### config.mk
export PLATFORM = sky130hd
export DESIGN_NAME = game_state_uart_tx
export DESIGN_NICKNAME = d
export VERILOG_FILES = /design/src/rtl/game_pkg.sv /design/src/rtl/uart_byte_tx.sv /design/src/rtl/game_state_uart_tx.sv
export SDC_FILE = /design/constraint.sdc
export NUM_CORES = 1
export LEC_CHECK = 0
export CORE_AREA = 2 2 88 90
export CTS_CLUSTER_DIAMETER = 200
export CTS_CLUSTER_SIZE = 28
export DETAILED_ROUTE_END_ITERATION = 8
export DIE_AREA = 0 0 90 92
export PLACE_DENSITY = 0.62
export SLEW_MARGIN = 10
export SYNTH_ARGS = -nofsm -noshare
export SYNTH_HDL_FRONTEND = slang
export SYNTH_SLANG_ARGS = --single-unit
### constraint.sdc
create_clock -name i_clk -period 4.75 [get_ports i_clk]
set_clock_uncertainty 0.2 [all_clocks]
set_input_delay 0.95 -clock i_clk [delete_from_list [all_inputs] [get_ports i_clk]]
set_output_delay 0.95 -clock i_clk [all_outputs]
set_load 0.02 [all_outputs]
### src/rtl/game_pkg.sv
// Shared types and constants for the game-state UART transmitter.
// Build option GAME_TX_CHECKSUM_EN appends an XOR checksum byte to each frame.
package game_pkg;

    localparam int         COORD_W   = 6;
    localparam logic [7:0] SYNC_BYTE = 8'hA5;

`ifdef GAME_TX_CHECKSUM_EN
    localparam int NBYTES = 6;
`else
    localparam int NBYTES = 5;
`endif

    typedef enum logic [1:0] {
        IDLE,
        START,
        DATA,
        STOP
    } tx_state_e;

endpackage

### src/rtl/uart_byte_tx.sv
// 8N1 UART byte serialiser with bit timer; a start request seen in the last
// stop-bit cycle chains the next byte with no idle gap.
module uart_byte_tx
    import game_pkg::*;
#(
    parameter int CLKS_PER_BIT = 434
) (
    input  logic       clk_i,
    input  logic       rst_ni,
    input  logic       start_i,
    input  logic [7:0] data_i,
    output logic       txd_o,
    output logic       ready_o,
    output logic       done_o
);

    localparam logic [15:0] LAST_TICK = 16'(CLKS_PER_BIT - 1);

    tx_state_e   state_q, state_d;
    logic [15:0] clk_cnt_q, clk_cnt_d;
    logic [2:0]  bit_cnt_q, bit_cnt_d;
    logic [7:0]  shift_q, shift_d;
    logic        tick;

    assign tick    = (clk_cnt_q == LAST_TICK);
    assign ready_o = (state_q == IDLE);

    always_ff @(posedge clk_i or negedge rst_ni) begin
        if (!rst_ni) begin
            state_q   <= IDLE;
            clk_cnt_q <= '0;
            bit_cnt_q <= '0;
            shift_q   <= '0;
        end else begin
            state_q   <= state_d;
            clk_cnt_q <= clk_cnt_d;
            bit_cnt_q <= bit_cnt_d;
            shift_q   <= shift_d;
        end
    end

    always_comb begin
        state_d   = state_q;
        clk_cnt_d = tick ? '0 : clk_cnt_q + 16'd1;
        bit_cnt_d = bit_cnt_q;
        shift_d   = shift_q;
        txd_o     = 1'b1;
        done_o    = 1'b0;
        case (state_q)
            IDLE: begin
                clk_cnt_d = '0;
                if (start_i) begin
                    shift_d = data_i;
                    state_d = START;
                end
            end
            START: begin
                txd_o = 1'b0;
                if (tick) begin
                    bit_cnt_d = '0;
                    state_d   = DATA;
                end
            end
            DATA: begin
                txd_o = shift_q[0];
                if (tick) begin
                    shift_d = {1'b0, shift_q[7:1]};
                    if (bit_cnt_q == 3'd7) state_d = STOP;
                    else                   bit_cnt_d = bit_cnt_q + 3'd1;
                end
            end
            STOP: begin
                if (tick) begin
                    done_o = 1'b1;
                    if (start_i) begin
                        shift_d = data_i;
                        state_d = START;
                    end else begin
                        state_d = IDLE;
                    end
                end
            end
            default: state_d = IDLE;
        endcase
    end

endmodule

### src/rtl/game_state_uart_tx.sv
// Snapshots the four game coordinates and streams them as one UART frame:
// sync, pac_x, pac_y, ghost_x, ghost_y [, checksum if GAME_TX_CHECKSUM_EN].
module game_state_uart_tx
    import game_pkg::*;
#(
    parameter int CLKS_PER_BIT = 434
) (
    input  logic               i_clk,
    input  logic               i_rst_n,
    input  logic               i_send,
    input  logic [COORD_W-1:0] i_pac_x,
    input  logic [COORD_W-1:0] i_pac_y,
    input  logic [COORD_W-1:0] i_ghost_x,
    input  logic [COORD_W-1:0] i_ghost_y,
    output logic               o_txd,
    output logic               o_busy,
    output logic               o_done
);

    localparam logic [2:0] LAST_IDX = 3'(NBYTES - 1);

    logic [COORD_W-1:0] pac_x_q, pac_y_q, ghost_x_q, ghost_y_q;
    logic [COORD_W-1:0] pac_x_d, pac_y_d, ghost_x_d, ghost_y_d;
    logic [2:0]         idx_q, idx_d;
    logic               byte_start, byte_ready, byte_done, last_byte;
    logic [7:0]         byte_data;

    function automatic logic [7:0] ext(input logic [COORD_W-1:0] c);
        return {{(8 - COORD_W){1'b0}}, c};
    endfunction

    assign last_byte = (idx_q == LAST_IDX);
    assign o_busy    = !byte_ready;
    assign o_done    = byte_done && last_byte;

    always_ff @(posedge i_clk or negedge i_rst_n) begin
        if (!i_rst_n) begin
            pac_x_q   <= '0;
            pac_y_q   <= '0;
            ghost_x_q <= '0;
            ghost_y_q <= '0;
            idx_q     <= '0;
        end else begin
            pac_x_q   <= pac_x_d;
            pac_y_q   <= pac_y_d;
            ghost_x_q <= ghost_x_d;
            ghost_y_q <= ghost_y_d;
            idx_q     <= idx_d;
        end
    end

    // While idle the next byte is always sync; mid-frame it is the one after idx_q.
    always_comb begin
        pac_x_d    = pac_x_q;
        pac_y_d    = pac_y_q;
        ghost_x_d  = ghost_x_q;
        ghost_y_d  = ghost_y_q;
        idx_d      = idx_q;
        byte_start = 1'b0;
        byte_data  = SYNC_BYTE;
        if (byte_ready) begin
            byte_start = i_send;
            if (i_send) begin
                pac_x_d   = i_pac_x;
                pac_y_d   = i_pac_y;
                ghost_x_d = i_ghost_x;
                ghost_y_d = i_ghost_y;
                idx_d     = '0;
            end
        end else begin
            byte_start = !last_byte;
            case (idx_q + 3'd1)
                3'd1:    byte_data = ext(pac_x_q);
                3'd2:    byte_data = ext(pac_y_q);
                3'd3:    byte_data = ext(ghost_x_q);
                3'd4:    byte_data = ext(ghost_y_q);
`ifdef GAME_TX_CHECKSUM_EN
                3'd5:    byte_data = ext(pac_x_q) ^ ext(pac_y_q) ^ ext(ghost_x_q) ^ ext(ghost_y_q);
`endif
                default: byte_data = SYNC_BYTE;
            endcase
            if (byte_done && !last_byte) idx_d = idx_q + 3'd1;
        end
    end

    uart_byte_tx #(
        .CLKS_PER_BIT(CLKS_PER_BIT)
    ) u_byte_tx (
        .clk_i   (i_clk),
        .rst_ni  (i_rst_n),
        .start_i (byte_start),
        .data_i  (byte_data),
        .txd_o   (o_txd),
        .ready_o (byte_ready),
        .done_o  (byte_done)
    );

endmodule

== Word level (Yosys, flattened, before mapping) ==
Index checks and enable logic that the tools add are counted.

* Add/sub/neg operators: 3
* Equality and inequality tests: 17
* Muxes and demuxes: 26
* Reduce and logical (&&, ||, !) cells: 13

{| class="wikitable"
|+ Operators by type and width
! operator !! count
|-
| $mux 16 || 2
|-
| $mux 8 || 4
|-
| $pmux 8 s4 || 1
|-
| $pmux 8 s3 || 1
|-
| $mux 3 || 6
|-
| $add 16x1->16 const B || 1
|-
| $eq 16x9->1 const B || 1
|-
| $mux 2 || 5
|-
| $eq 3x3->1 const B || 3
|-
| $ne 2x1->1 const B || 4
|-
| $pmux 2 s4 || 1
|-
| $add 3x1->3 const B || 2
|-
| $eq 3x2->1 const B || 2
|-
| $ne 2x2->1 const B || 3
|-
| $pmux 3 s2 || 1
|-
| $reduce_and 5->1 || 1
|-
| $eq 2x2->1 const B || 2
|-
| $mux 1 || 4
|-
| $reduce_and 2->1 || 2
|-
| $reduce_and 4->1 || 1
|-
| $reduce_bool 2->1 || 2
|-
| $eq 3x1->1 const B || 1
|-
| $reduce_and 3->1 || 1
|-
| $reduce_bool 3->1 || 1
|-
| other kinds (5) || 7
|}

* Bits in registers: 56
* Bits of input ports: 27
* Output and inout port bits: 3

== Depth between registers and ports, before layout ==
* Depth after elaboration: 7
* Gate-level depth with buffers: 9

== Modules after synthesis ==
Synthesis repeated with hierarchy kept, for this count alone.

* Cell total of the unflattened synthesis: 261
* Area total of the unflattened synthesis: 2977.9 um^2

{| class="wikitable"
|+ Modules (own cells, without submodules)
! module !! times used !! cells each !! area an instance (um^2) !! sequential area each (um^2)
|-
| uart_byte_tx || 1 || 157 || 1651.6 || 725.7
|-
| game_state_uart_tx || 1 || 104 || 1326.3 || 675.6
|}

== Worst setup path before layout ==
OpenSTA, ideal clock, no wires.

* Path type: register to output
* Start point: reg u_byte_tx.clk_cnt_q[1]
* End point: out o_done
* Arrival: 1.806 ns
* Slack: 1.794 ns
* Stages on the path, launching flop included: 6
* Path buffers: 0
* Path through: dfrtp_1 inv_1 ha_1 or3b_2 nor4_4 and4_2

* Longest elaborated chain between the ends: 4

{| class="wikitable"
|+ Ends and longest elaborated chain
! element !! line !! text
|-
| from (decl) || uart_byte_tx.sv:20 || <nowiki>logic [15:0] clk_cnt_q, clk_cnt_d;</nowiki>
|-
| from (signal assigned) || uart_byte_tx.sv:36 || <nowiki>clk_cnt_q <= clk_cnt_d;</nowiki>
|-
| $eq 16x9->1 || uart_byte_tx.sv:25 || <nowiki>assign tick = (clk_cnt_q == LAST_TICK);</nowiki>
|-
| $mux 1 || uart_byte_tx.sv:73 || <nowiki>if (tick) begin</nowiki>
|-
| $mux 1 || uart_byte_tx.sv:49 || <nowiki>case (state_q)</nowiki>
|-
| $logic_and 1x1->1 || game_state_uart_tx.sv:34 || <nowiki>assign o_done = byte_done && last_byte;</nowiki>
|-
| to (decl) || game_state_uart_tx.sv:17 || <nowiki>output logic o_done</nowiki>
|}

No other way between the ends.

== Worst setup path after layout ==
Ends and elaborated chain as after synthesis.

==> metrics.md <==
| Metric | Value |
|---|---|
| Initial antenna violation count | `0` |
| DRT Pass-1 Iters | `7` |
| Hold Fails Final Rpt | `0` |
| Largest net degree at the start of global routing | `33` |
| Delay-heaviest family, CP | `simple AND/OR/NAND/NOR gates` |
| # nets final | `322` |
| Worst path slowest cell | `clkdlybuf4s50_1` |
| Cells after synthesis | `251` |
| Post-route cell area | `3320 sq um` |
| Post-synth EDFFs | `0` |
| Worst-margin pin slew | `1120 ps` |
| Placed insts | `375` |
| Maximum VDD drop | `0.239 mV` |
| Pleak | `1.43 nW` |
| Outcome | `completed` |
| Sequential share of power | `43.6%` |
| Final setup violation count | `0` |
| Vias in the first global route | `2051` |
| Rel. slew slack | `24.8%` |
| Finished Layout Cells | `383` |
| Die H | `92 um` |
| Net Sw Power | `0.629 mW` |
| Chip width | `90 um` |
| Logic pwr share | `39.7%` |
| Setup CP Type | `reg2out` |
| Fin crit period | `3910 ps` |
| Crit end category | `primary output` |
| Tot Pwr | `1.71 mW` |
| Area delta synth->final | `16.0%` |
| Final WL | `5.48 mm` |
| Initial DRC count | `134` |
| TritonCTS clock tree | `done` |
| Switching Fraction | `36.7%` |
| Worst Setup Start Kind | `flip-flop` |
| Post-CTS sizing | `0` |
| Critical path peak fanout | `7` |
| Residual DRC count | `0` |
| Hold_buf cts | `0` |
| Clock transition at path regs | `110 ps` |
| Clock Latency Late Sink | `320 ps` |
| Fmax | `256 MHz` |
| Hold WC Path Type | `reg2reg` |
| Clock buffer depth | `2` |
| Synth warnings | `0` |
| CTS Sinks | `56` |
| Gpl congestion | `0.745` |
| Standard-cell row count | `32` |
| Syn nets | `293` |
| #FFs+latches synth | `56` |
| Pint | `1.08 mW` |
| First-pass GRT wire length | `9.74 mm` |
| # fillers | `732` |
| Clock H-tree levels | `2` |
| Root Driver | `clkbuf_8` |
| CTS buffer count | `5` |
| Max cap viols | `0` |
| RSZ-0062 raised after global routing | `false` |
| Detail Route Antenna Nets | `0` |
| PwrDens | `515 nW/um^2` |
| Cell Area, Synth | `2860 sq um` |
| Final Max Tran Viols | `0` |
| Final design utilization | `44.6%` |
| Async SR Flop Fraction | `100%` |
| Post-DP HPWL | `3.93 mm` |
| Clk network pwr share | `16.7%` |
| Final period util | `82.4%` |
| Dominant synthesized flop cell | `dfrtp_1` |
| CP Cell Sequence | `inv_1, ha_1, or3b_2, nor4_4, and4_2, clkdlybuf4s50_1` |
| Post-CTS Repair Setup Buffers | `0` |
| CP max stage delay | `600 ps` |
| Required time of the critical path | `3600 ps` |
| Routed vias | `1944` |
| IO Pins | `30` |
| Port buffer count | `29` |
| Starting Density | `38.4%` |
| WP data arrival | `2760 ps` |
| Aggregate global routing overflow | `0` |
| Routed vias/inst | `5.08` |
| Routed len/inst | `14.3 um` |
| Layout cell share with drive strength beyond 1 | `19.2%` |
| Die ar. | `8280 sq um` |
| Register area share after synthesis | `49.0%` |
| WP buf/inv | `2` |
| Area of placed instances | `3220 sq um` |
| Total GRT Usage | `14.6%` |
| TNS Setup | `0 ps` |
| Placeable Area | `7450 sq um` |
| Yosys cell types | `42` |
| # diodes | `0` |
| Avg Inst Size Synth | `11.4 sq um` |
## layout by cell type, fill, tap and decap left out, types with 6 or more instances in the layout
cell type	synthesis	final
a222oi_1	6	6
clkdlybuf4s50_1	0	28
dfrtp_1	56	56
ha_1	15	15
inv_1	11	11
mux2_2	25	25
nand2_1	14	14
nand3_1	9	9
nor2_1	22	22
o21ai_0	10	10
xor2_1	8	8
## metrics by stage
| step | hold WS (ps) | setup WS, ps |
|---|---|---|
| after global placement | 263 | 1190 |
| after CTS | 298 | 787 |
| final | 293 | 836 |
| after detailed placement | 271 | 1150 |
| after global routing | 321 | 652 |
| after floorplan | 250 | 1790 |
## routing by layer
layer / track usage (%) / part of all wire (%) / vias up / wire length [um]
met5: 0 / 0 / - / 0
met4: 4.74 / 1.6 / 0 / 86
met3: 3.53 / 4.4 / 9 / 243
met2: 22.9 / 46 / 39 / 2500
met1: 19.9 / 48 / 938 / 2650
li1: - / - / 958 / -
## synth_stat cells (5+ instances only)
| master | number | area [sq um] |
|---|---|---|
| dfrtp_1 | 56 | 1400 |
| mux2_2 | 25 | 282 |
| nor2_1 | 22 | 82.6 |
| ha_1 | 15 | 188 |
| nand2_1 | 14 | 52.6 |
| inv_1 | 11 | 41.3 |
| o21ai_0 | 10 | 50.1 |
| nand3_1 | 9 | 45.0 |
| xor2_1 | 8 | 70.1 |
| a222oi_1 | 6 | 60.1 |
| a21oi_1 | 5 | 25.0 |
| nand4_1 | 5 | 31.3 |
| o21ai_2 | 5 | 43.8 |
| xnor2_1 | 5 | 43.8 |
## flip-flops by register name (all words and copies together), names as in the netlist
signal	flops
u_byte_tx.clk_cnt_q	16
u_byte_tx.shift_q	8
ghost_x_q	6
ghost_y_q	6
pac_x_q	6
pac_y_q	6
idx_q	3
u_byte_tx.bit_cnt_q	3
u_byte_tx.state_q	2
## path summary, 6_finish.rpt
kind,startpoint,end,slack [ps],cells past startpoint
min in group asynchronous,i_rst_n,u_byte_tx.clk_cnt_q[8],410,1
worst max-delay path,u_byte_tx.clk_cnt_q[1],o_done,840,6
worst max register to register,u_byte_tx.state_q[1],pac_x_q[3],2200,4
max in group asynchronous,i_rst_n,u_byte_tx.shift_q[7],3100,2
worst min register to register,u_byte_tx.shift_q[0],u_byte_tx.shift_q[0],290,1
worst min-delay path,u_byte_tx.shift_q[0],u_byte_tx.shift_q[0],290,1
## power by group through the flow
stage	combinational, mW	clock [mW]	sequential, mW
global placement	0.674	0	0.751
floorplan	0.578	0	0.723
global route	0.762	0.319	0.770
detailed placement	0.691	0	0.759
finish	0.679	0.286	0.747
CTS	0.692	0.298	0.748
## kinds of logic (layout without fill, tap and decap cells)
group | after synthesis | after routing | synth area share, %
adders and majority gates | 15 | 15 | 6.56
muxes | 27 | 27 | 10.5
AOI/OAI and AO/OA | 48 | 48 | 12.8
xor gates and xnor gates | 13 | 13 | 3.98
and+or+nand+nor | 73 | 73 | 13.7
buffers and inverters | 19 | 49 | 3.54
DFF | 56 | 56 | 49.0
## area by class of cell
cell class,count,area [sq um],area share [%]
clock inverter,3,28.8,0.867
clock buffer,5,68.8,2.07
multi-input combinational,176,1360,41.0
tap,102,128,3.84
sequential,56,1400,42.2
timing repair buffer,30,293,8.82
inverter,11,41.3,1.24
No activity file was read; power rests on OpenSTA's default activity.
